--- src/rtl/seq_divider.sv ---
// Sequential signed 16/8 divider: restoring radix-2 on magnitudes, truncating (remainder follows dividend sign).
// Latency: done strobes 19 edges after the accepting edge (2 for divide-by-zero); start is ignored while busy.
module seq_divider (
    input  logic        clk,
    input  logic        rst,
    input  logic        start,
    input  logic [15:0] inDividend,
    input  logic [7:0]  inDivisor,
    output logic [15:0] outQ,
    output logic [7:0]  outRem,
    output logic        busy,
    output logic        done,
    output logic        divByZero,
    output logic        overflow
);

    typedef enum logic [2:0] {
        IDLE = 3'd0,
        LOAD = 3'd1,
        CALC = 3'd2,
        FIX  = 3'd3,
        DONE = 3'd4
    } state_t;

    state_t      state;
    state_t      stateNext;

    logic [15:0] dividendReg;
    logic [7:0]  divisorReg;
    logic [15:0] quoA;
    logic [8:0]  partP;
    logic [7:0]  magDReg;
    logic [3:0]  cnt;
    logic        signQ;
    logic        signR;

    logic [15:0] magA;
    logic [7:0]  magD;
    logic [9:0]  shiftedP;
    logic [9:0]  trial;
    logic        trialNeg;
    logic [15:0] quoNeg;
    logic [7:0]  remNeg;

    // ------------------------------------------------------------------
    // Controller
    // ------------------------------------------------------------------
    always_ff @(posedge clk) begin
        if (rst) begin
            state <= IDLE;
        end else begin
            state <= stateNext;
        end
    end

    always_comb begin
        stateNext = state;
        case (state)
            IDLE: if (start) stateNext = LOAD;
            LOAD: stateNext = (divisorReg == 8'h00) ? DONE : CALC;
            CALC: if (cnt == 4'd15) stateNext = FIX;
            FIX:  stateNext = DONE;
            DONE: stateNext = IDLE;
            default: stateNext = IDLE;
        endcase
    end

    assign busy = (state != IDLE);
    assign done = (state == DONE);

    // ------------------------------------------------------------------
    // Datapath combinational helpers
    // ------------------------------------------------------------------
    // 16/8 unsigned result widths are enough: -32768 and -128 negate to 0x8000 / 0x80.
    always_comb begin
        magA     = dividendReg[15] ? (16'd0 - dividendReg) : dividendReg;
        magD     = divisorReg[7]   ? (8'd0 - divisorReg)   : divisorReg;
        shiftedP = {partP, quoA[15]};
        trial    = shiftedP - {2'b00, magDReg};
        trialNeg = trial[9];
        quoNeg   = 16'd0 - quoA;
        remNeg   = 8'd0 - partP[7:0];
    end

    // ------------------------------------------------------------------
    // Datapath registers
    // ------------------------------------------------------------------
    always_ff @(posedge clk) begin
        if (rst) begin
            dividendReg <= 16'h0000;
            divisorReg  <= 8'h00;
            quoA        <= 16'h0000;
            partP       <= 9'h000;
            magDReg     <= 8'h00;
            cnt         <= 4'd0;
            signQ       <= 1'b0;
            signR       <= 1'b0;
            outQ        <= 16'h0000;
            outRem      <= 8'h00;
            divByZero   <= 1'b0;
            overflow    <= 1'b0;
        end else begin
            case (state)
                IDLE: begin
                    if (start) begin
                        dividendReg <= inDividend;
                        divisorReg  <= inDivisor;
                        divByZero   <= 1'b0;
                        overflow    <= 1'b0;
                    end
                end
                LOAD: begin
                    if (divisorReg == 8'h00) begin
                        divByZero <= 1'b1;
                        outQ      <= 16'hFFFF;
                        outRem    <= 8'h00;
                    end else begin
                        quoA    <= magA;
                        magDReg <= magD;
                        signQ   <= dividendReg[15] ^ divisorReg[7];
                        signR   <= dividendReg[15];
                        partP   <= 9'h000;
                        cnt     <= 4'd0;
                    end
                end
                CALC: begin
                    // Quotient bits shift into A from the right as dividend bits leave on the left.
                    partP <= trialNeg ? shiftedP[8:0] : trial[8:0];
                    quoA  <= {quoA[14:0], ~trialNeg};
                    cnt   <= cnt + 4'd1;
                end
                FIX: begin
                    outQ   <= signQ ? quoNeg : quoA;
                    outRem <= signR ? remNeg : partP[7:0];
                    if ((quoA == 16'h8000) && !signQ) begin
                        overflow <= 1'b1;
                    end
                end
                default: ;
            endcase
        end
    end

endmodule
--- config.mk ---
export PLATFORM = sky130hd
export DESIGN_NAME = seq_divider
export DESIGN_NICKNAME = d
export VERILOG_FILES = /design/src/rtl/seq_divider.sv
export SDC_FILE = /design/constraint.sdc
export NUM_CORES = 1
export LEC_CHECK = 0
export ABC_AREA = 1
export ABC_CLOCK_PERIOD_IN_PS = 1690
export BUFFER_PORTS_ARGS = -buffer_cell sky130_fd_sc_hd__buf_2
export CAP_MARGIN = 20
export CORE_ASPECT_RATIO = 0.7
export CORE_MARGIN = 5
export CORE_UTILIZATION = 30
export DETAILED_ROUTE_END_ITERATION = 16
export PLACE_DENSITY = 0.51
export SLEW_MARGIN = 25
export SYNTH_ARGS = -nofsm -noshare
export SYNTH_HDL_FRONTEND = slang
export SYNTH_SLANG_ARGS = --single-unit
--- constraint.sdc ---
create_clock -name clk -period 1.69 [get_ports clk]
set_clock_uncertainty 0.05 [all_clocks]
set_input_delay 0.507 -clock clk [delete_from_list [all_inputs] [get_ports clk]]
set_output_delay 0.507 -clock clk [all_outputs]
set_load 0.01 [all_outputs]
### Word level (Yosys, flattened, before mapping)

Index checks and enable logic that the tools add are counted.

| storage, ports and cells | value |
|---|---|
| register bits | 92 |
| bits of input ports | 27 |
| output and inout bits | 28 |
| logic and storage cells | 73 |

| operators by class | value |
|---|---|
| add/subtract/negate cells | 6 |
| equality and inequality tests | 11 |
| mux-type cells | 24 |
| bitwise gates (word level) | 3 |
| reduce and logical (&&, ||, !) cells | 16 |

Operator list:

| cell | number |
|---|---|
| two-way mux 16 bit | 4 |
| one-hot mux 16 bit (2 select lines) | 2 |
| subtractor 1 x 16 -> 16 bit (first input constant) | 2 |
| two-way mux 8 bit | 3 |
| two-way mux 9 bit | 2 |
| one-hot mux 9 bit (2 select lines) | 1 |
| == test 16 bit (second input constant) | 1 |
| one-hot mux 8 bit (2 select lines) | 1 |
| subtractor 1 x 8 -> 8 bit (first input constant) | 2 |
| one-hot mux 3 bit (4 select lines) | 1 |
| inequality test 2 bit (second input constant) | 5 |
| AND reduction 2 bit | 5 |
| subtractor 10 x 8 -> 10 bit | 1 |
| two-way mux 3 bit | 3 |
| logical NOT 8 bit | 1 |
| one-hot mux 4 bit (2 select lines) | 1 |
| nonzero test 2 bit | 4 |
| == test 3 x 2 -> 1 bit (second input constant) | 2 |
| AND reduction 3 bit | 2 |
| adder 4 x 1 -> 4 bit (second input constant) | 1 |
| == test 4 bit (second input constant) | 1 |
| two-way mux 4 bit | 1 |
| one-hot mux 1 bit (2 select lines) | 2 |
| == test 3 x 1 -> 1 bit (second input constant) | 1 |
| 8 further kinds | 11 |

### Longest topological paths before layout

| logic depth | value |
|---|---|
| word-level depth | 4 |
| mapped depth | 13 |
| mapped depth without buffers | 13 |

### Worst setup path before layout

Ideal clock, no wire load.

| path | value |
|---|---|
| kind | flip-flop to flip-flop |
| from | reg quoA[15] |
| to | reg partP[8] |
| setup time | 67 ps |
| arrival time | 1,614 ps |
| data required time | 1,573 ps |
| setup slack | -42 ps |
| stages on the path, launching flop included | 14 |
| path buffers | 0 |
| clock period less this slack | 1,732 ps |
| cells stage by stage | dfxtp_1 -> inv_1 -> ha_1 -> inv_1 -> fa_1 -> nand3_1 -> nand2_1 -> nand2_1 -> nand2_1 -> nand2_1 -> nand2_1 -> nand3_1 -> nand3_1 -> a21oi_2 |

| on the way | value |
|---|---|
| word-level cells in the longest chain between the ends | 3 |

Ends and longest elaborated chain:

| item | line | text |
|---|---|---|
| start: declaration | 30 | `logic [15:0] quoA;` |
| start signal: assignment | 118 | `quoA <= magA;` |
| start signal: assignment | 129 | `quoA <= {quoA[14:0], ~trialNeg};` |
| subtractor 10 x 8 -> 10 bit | 79 | `trial = shiftedP - {2'b00, magDReg};` |
| two-way mux 9 bit | 128 | `partP <= trialNeg ? shiftedP[8:0] : trial[8:0];` |
| one-hot mux 9 bit (2 select lines) | 103 | `case (state)` |
| end signal: assignment | 128 |  |
| end: declaration | 31 | `logic [8:0] partP;` |

Every way passes these cells.
A chain may end at the register's enable or synchronous reset.

### Worst setup path in the final report

| path | value |
|---|---|
| from | reg divisorReg[1] |
| to | reg divByZero |

| on the way | value |
|---|---|
| word-level cells in the longest chain between the ends | 3 |

Ends and longest elaborated chain:

| item | line | text |
|---|---|---|
| start: declaration | 29 | `logic [7:0] divisorReg;` |
| start signal: assignment | 107 | `divisorReg <= inDivisor;` |
| logical NOT 8 bit | 113 | `if (divisorReg == 8'h00) begin` |
| inequality test 2 bit (no line) | - |  |
| AND reduction 3 bit (no line) | - |  |
| end signal: assignment | 100 | `divByZero <= 1'b0;` |
| end signal: assignment | 108 | `divByZero <= 1'b0;` |
| end signal: assignment | 114 | `divByZero <= 1'b1;` |
| end: declaration | 13 | `output logic divByZero,` |

Every way passes these cells.

==> results by group <==
STA
  • Slew Limit Fails: 0
  • Worst Max-Slew Pin Slew: 0.464 ns
  • Hold Violations, Final: 0
  • Fin crit share: 105%
  • Final worst slack: -0.0892 ns
  • Final min period: between 1.5 and 2 ns
  • # setup viols final: 30
  • RSZ-0062 raised after global routing: yes
  • Slew Limit Headroom: 69.1%
  • Achievable frequency: 0.562 GHz

Setup path
  • Crit end category: register
  • Critical path class: register to register
  • RR Startpoint: divisorReg[1]
  • Reg2reg end: divByZero
  • Critical path startpoint category: register
  • Largest fanout on the critical path: 8
  • Worst r2r path cells: 10
  • Reg-to-reg slack, setup: -0.09 ns
  • Req. time, crit path: roughly 1.9 ns
  • Crit path DAT: 1.94 ns

Route
  • DR DRC count: 0
  • Number of DRC markers in iteration 0: 349
  • Average wire per standard cell: 14.0 um
  • Drt pass-1 iters: 5
  • Drt total wl: 15.4 mm
  • Vias per std cell: 4.72
  • Detail Route Antenna Nets: 0
  • DR vias: between 5000 and 6000

Die
  • Die Y: 119 um
  • Overall die area: approximately 20000 um^2
  • Ports: 55
  • Initial core utilization: between 30% and 40%
  • Die W: 165 um
  • Site row count: 39
  • Core Region: 16400 um^2

Run status
  • Outcome: finished with violations
  • Failing checks: negative setup slack

Global routing
  • Vias in the first global route: between 4000 and 5000
  • Largest net degree at the start of global routing: 43
  • GRT Residual Overflow: 0
  • Tot GR Track Use: around 16%
  • First-pass GRT wire length: 25.2 mm
  • Initial antenna violation count: 0

Yosys
  • Post-Syn Instances: ~740
  • Net Count, Synth: 784
  • Avg Cell Area, Syn: between 6 and 7 um^2
  • Yosys cell types: 36
  • Synth top area share: 36.5%
  • Synth top area cells: dfxtp_1 (36%), nand2_1 (9.6%), nand3_1 (8.5%), a21oi_1 (8.1%), o21ai_0 (7.4%)
  • Synth warn: 0
  • Mapped Area: approximately 5000 um^2
  • Register area share after synthesis: 36.5%
  • Synth area leader: dfxtp_1
  • Synthesized flop and latch total: 92

Placement
  • Final HPWL DP: ~11 mm
  • Setup WS pre-CTS: -0.143 ns
  • Count of buffers from port buffering: 54
  • GP Congestion: 0.860

Clock tree
  • # hold bufs at CTS: 0
  • Deepest clock path buffer count: 2
  • H-tree levels: 3
  • Num Clock Sinks: 92
  • CTS Root Cell: clkbuf_16
  • Clk_lat worst skew: 0.34 ns
  • CTS tree: done
  • Clk pin slew, worst setup/hold paths: 0.06 ns
  • Inserted Clock Buffers: 9

Finish
  • Share of layout cells above drive strength 1: 35.1%
  • Fillers: 1707
  • Most frequent cells in the layout: nand2_1 (117), a21oi_1 (76), inv_1 (72), dfxtp_1 (72), buf_4 (69)
  • Syn-to-layout area delta: 42.3%
  • Final nets: 907
  • Ant diodes: 0
  • Commonest non-fill, non-tap cell in the layout: nand2_1

Job
  • Max-Cap Viols: 0

Hold path
  • Hold Path Stages: 3
  • Hold wc startpoint: inDivisor[2]
  • Hold EP: divisorReg[2]
  • Hold Crit Class: input pin to register
-- metal layers --
metal	share of wire, %	vias up	GRT usage [%]
li1	-	2709	-
met1	57	2319	26.6
met2	37	132	20.1
met3	5.2	11	3.48
met4	0.79	0	2.96
met5	0	-	0
-- sequential cells by signal (all words and copies together), names as in the netlist --
signal and cells:
outQ 16, partP 9, magDReg 8, cnt 4, divisorReg 8, dividendReg 16
overflow 1, signR 1, quoA 16, divByZero 1, state 3, signQ 1
outRem 8
-- synth_stat cells --
library cell	instances
nand3_1	86
ha_1	13
nand4_1	5
o22ai_1	4
o21ai_0	75
nand3b_1	5
xnor2_1	3
clkbuf_1	15
inv_2	11
buf_6	3
a211oi_1	1
nand3_2	3
xor2_1	11
clkinv_1	1
a22oi_1	1
buf_4	1
nand2_4	4
buf_1	2
a21oi_2	2
a31oi_1	3
o211ai_1	4
nand2_1	129
clkinv_2	1
or2_2	3
buf_2	9
dfxtp_1	92
nor3_1	19
nor2_4	2
a21oi_1	82
inv_1	90
fa_1	1
nor2_2	5
nor2_1	52
nand4_2	3
nand2_2	1
o21a_1	1
-- per-stage QoR --
stage               TNS [ns]  util [%]  instances  cell area (um^2)  hold slack, ns
finish                 -1.50      43.8       1096              7190           0.390
global route           -6.25      43.8       1096              7190           0.407
CTS                    -1.89      41.5       1084              6810           0.378
detailed placement     -5.29      36.8       1060              6040           0.400
global placement       -3.82      36.8       1060              6040           0.397
floorplan                  0         -        743              5050           0.390
-- area by class of cell --
class	instances	area (um^2)	area share [%]
Timing Repair Buffer	139	1040	14.5
Tap cell	225	282	3.92
Multi-Input combinational cell	521	3270	45.5
Clock inverter	5	60.1	0.836
Sequential cell	92	1870	26.0
Inverter	103	410	5.71
Clock buffer	11	253	3.52
-- worst max-delay path by stage --
stage	from	end	slack (ns)	depth (start not counted)
6_report	divisorReg[1]	divByZero	-0.09	10
5_1_grt	divisorReg[1]	quoA[0]	-0.20	10
4_1_cts	divisorReg[1]	divByZero	-0.11	10
3_5_place_dp	divisorReg[1]	outRem[5]	-0.14	11
3_3_place_gp	magDReg[7]	partP[8]	-0.13	11
2_1_floorplan	partP[3]	partP[8]	0.03	11
-- critical path, stage by stage (launching register included) --
cell and delay, ns:
dfxtp_2 0.32, inv_2 0.07, ha_4 0.14, nand3_4 0.07
nor2_4 0.11, nand4_4 0.13, nand2_4 0.13, clkinvlp_4 0.24
buf_6 0.21, o21ai_2 0.10, a21oi_1 0.07
-- what timing repair did --
item / 4_1_cts / 5_1_grt
resized for setup: 102 / 80
gates cloned: 3 / 2
setup buffers: 5 / 12
hold endpoints to repair: 0 / 0
endpoints found under the setup margin: 62 / 63
pin swaps: 18 / 23
-- cells by family after synthesis --
| logic type | after synthesis | share of synthesized area (%) |
|---|---|---|
| buffers and inverters | 133 | 10.7 |
| flip-flops | 92 | 36.5 |
| adder cells (fa/ha/maj) | 14 | 3.62 |
| XOR/XNOR | 14 | 2.43 |
| AND/OR/NAND/NOR | 317 | 29.0 |
| AO/OA/AOI/OAI | 173 | 17.8 |
Power is not shown: default switching activity piles up to over one toggle a cycle in this logic, so the estimate is an artifact.
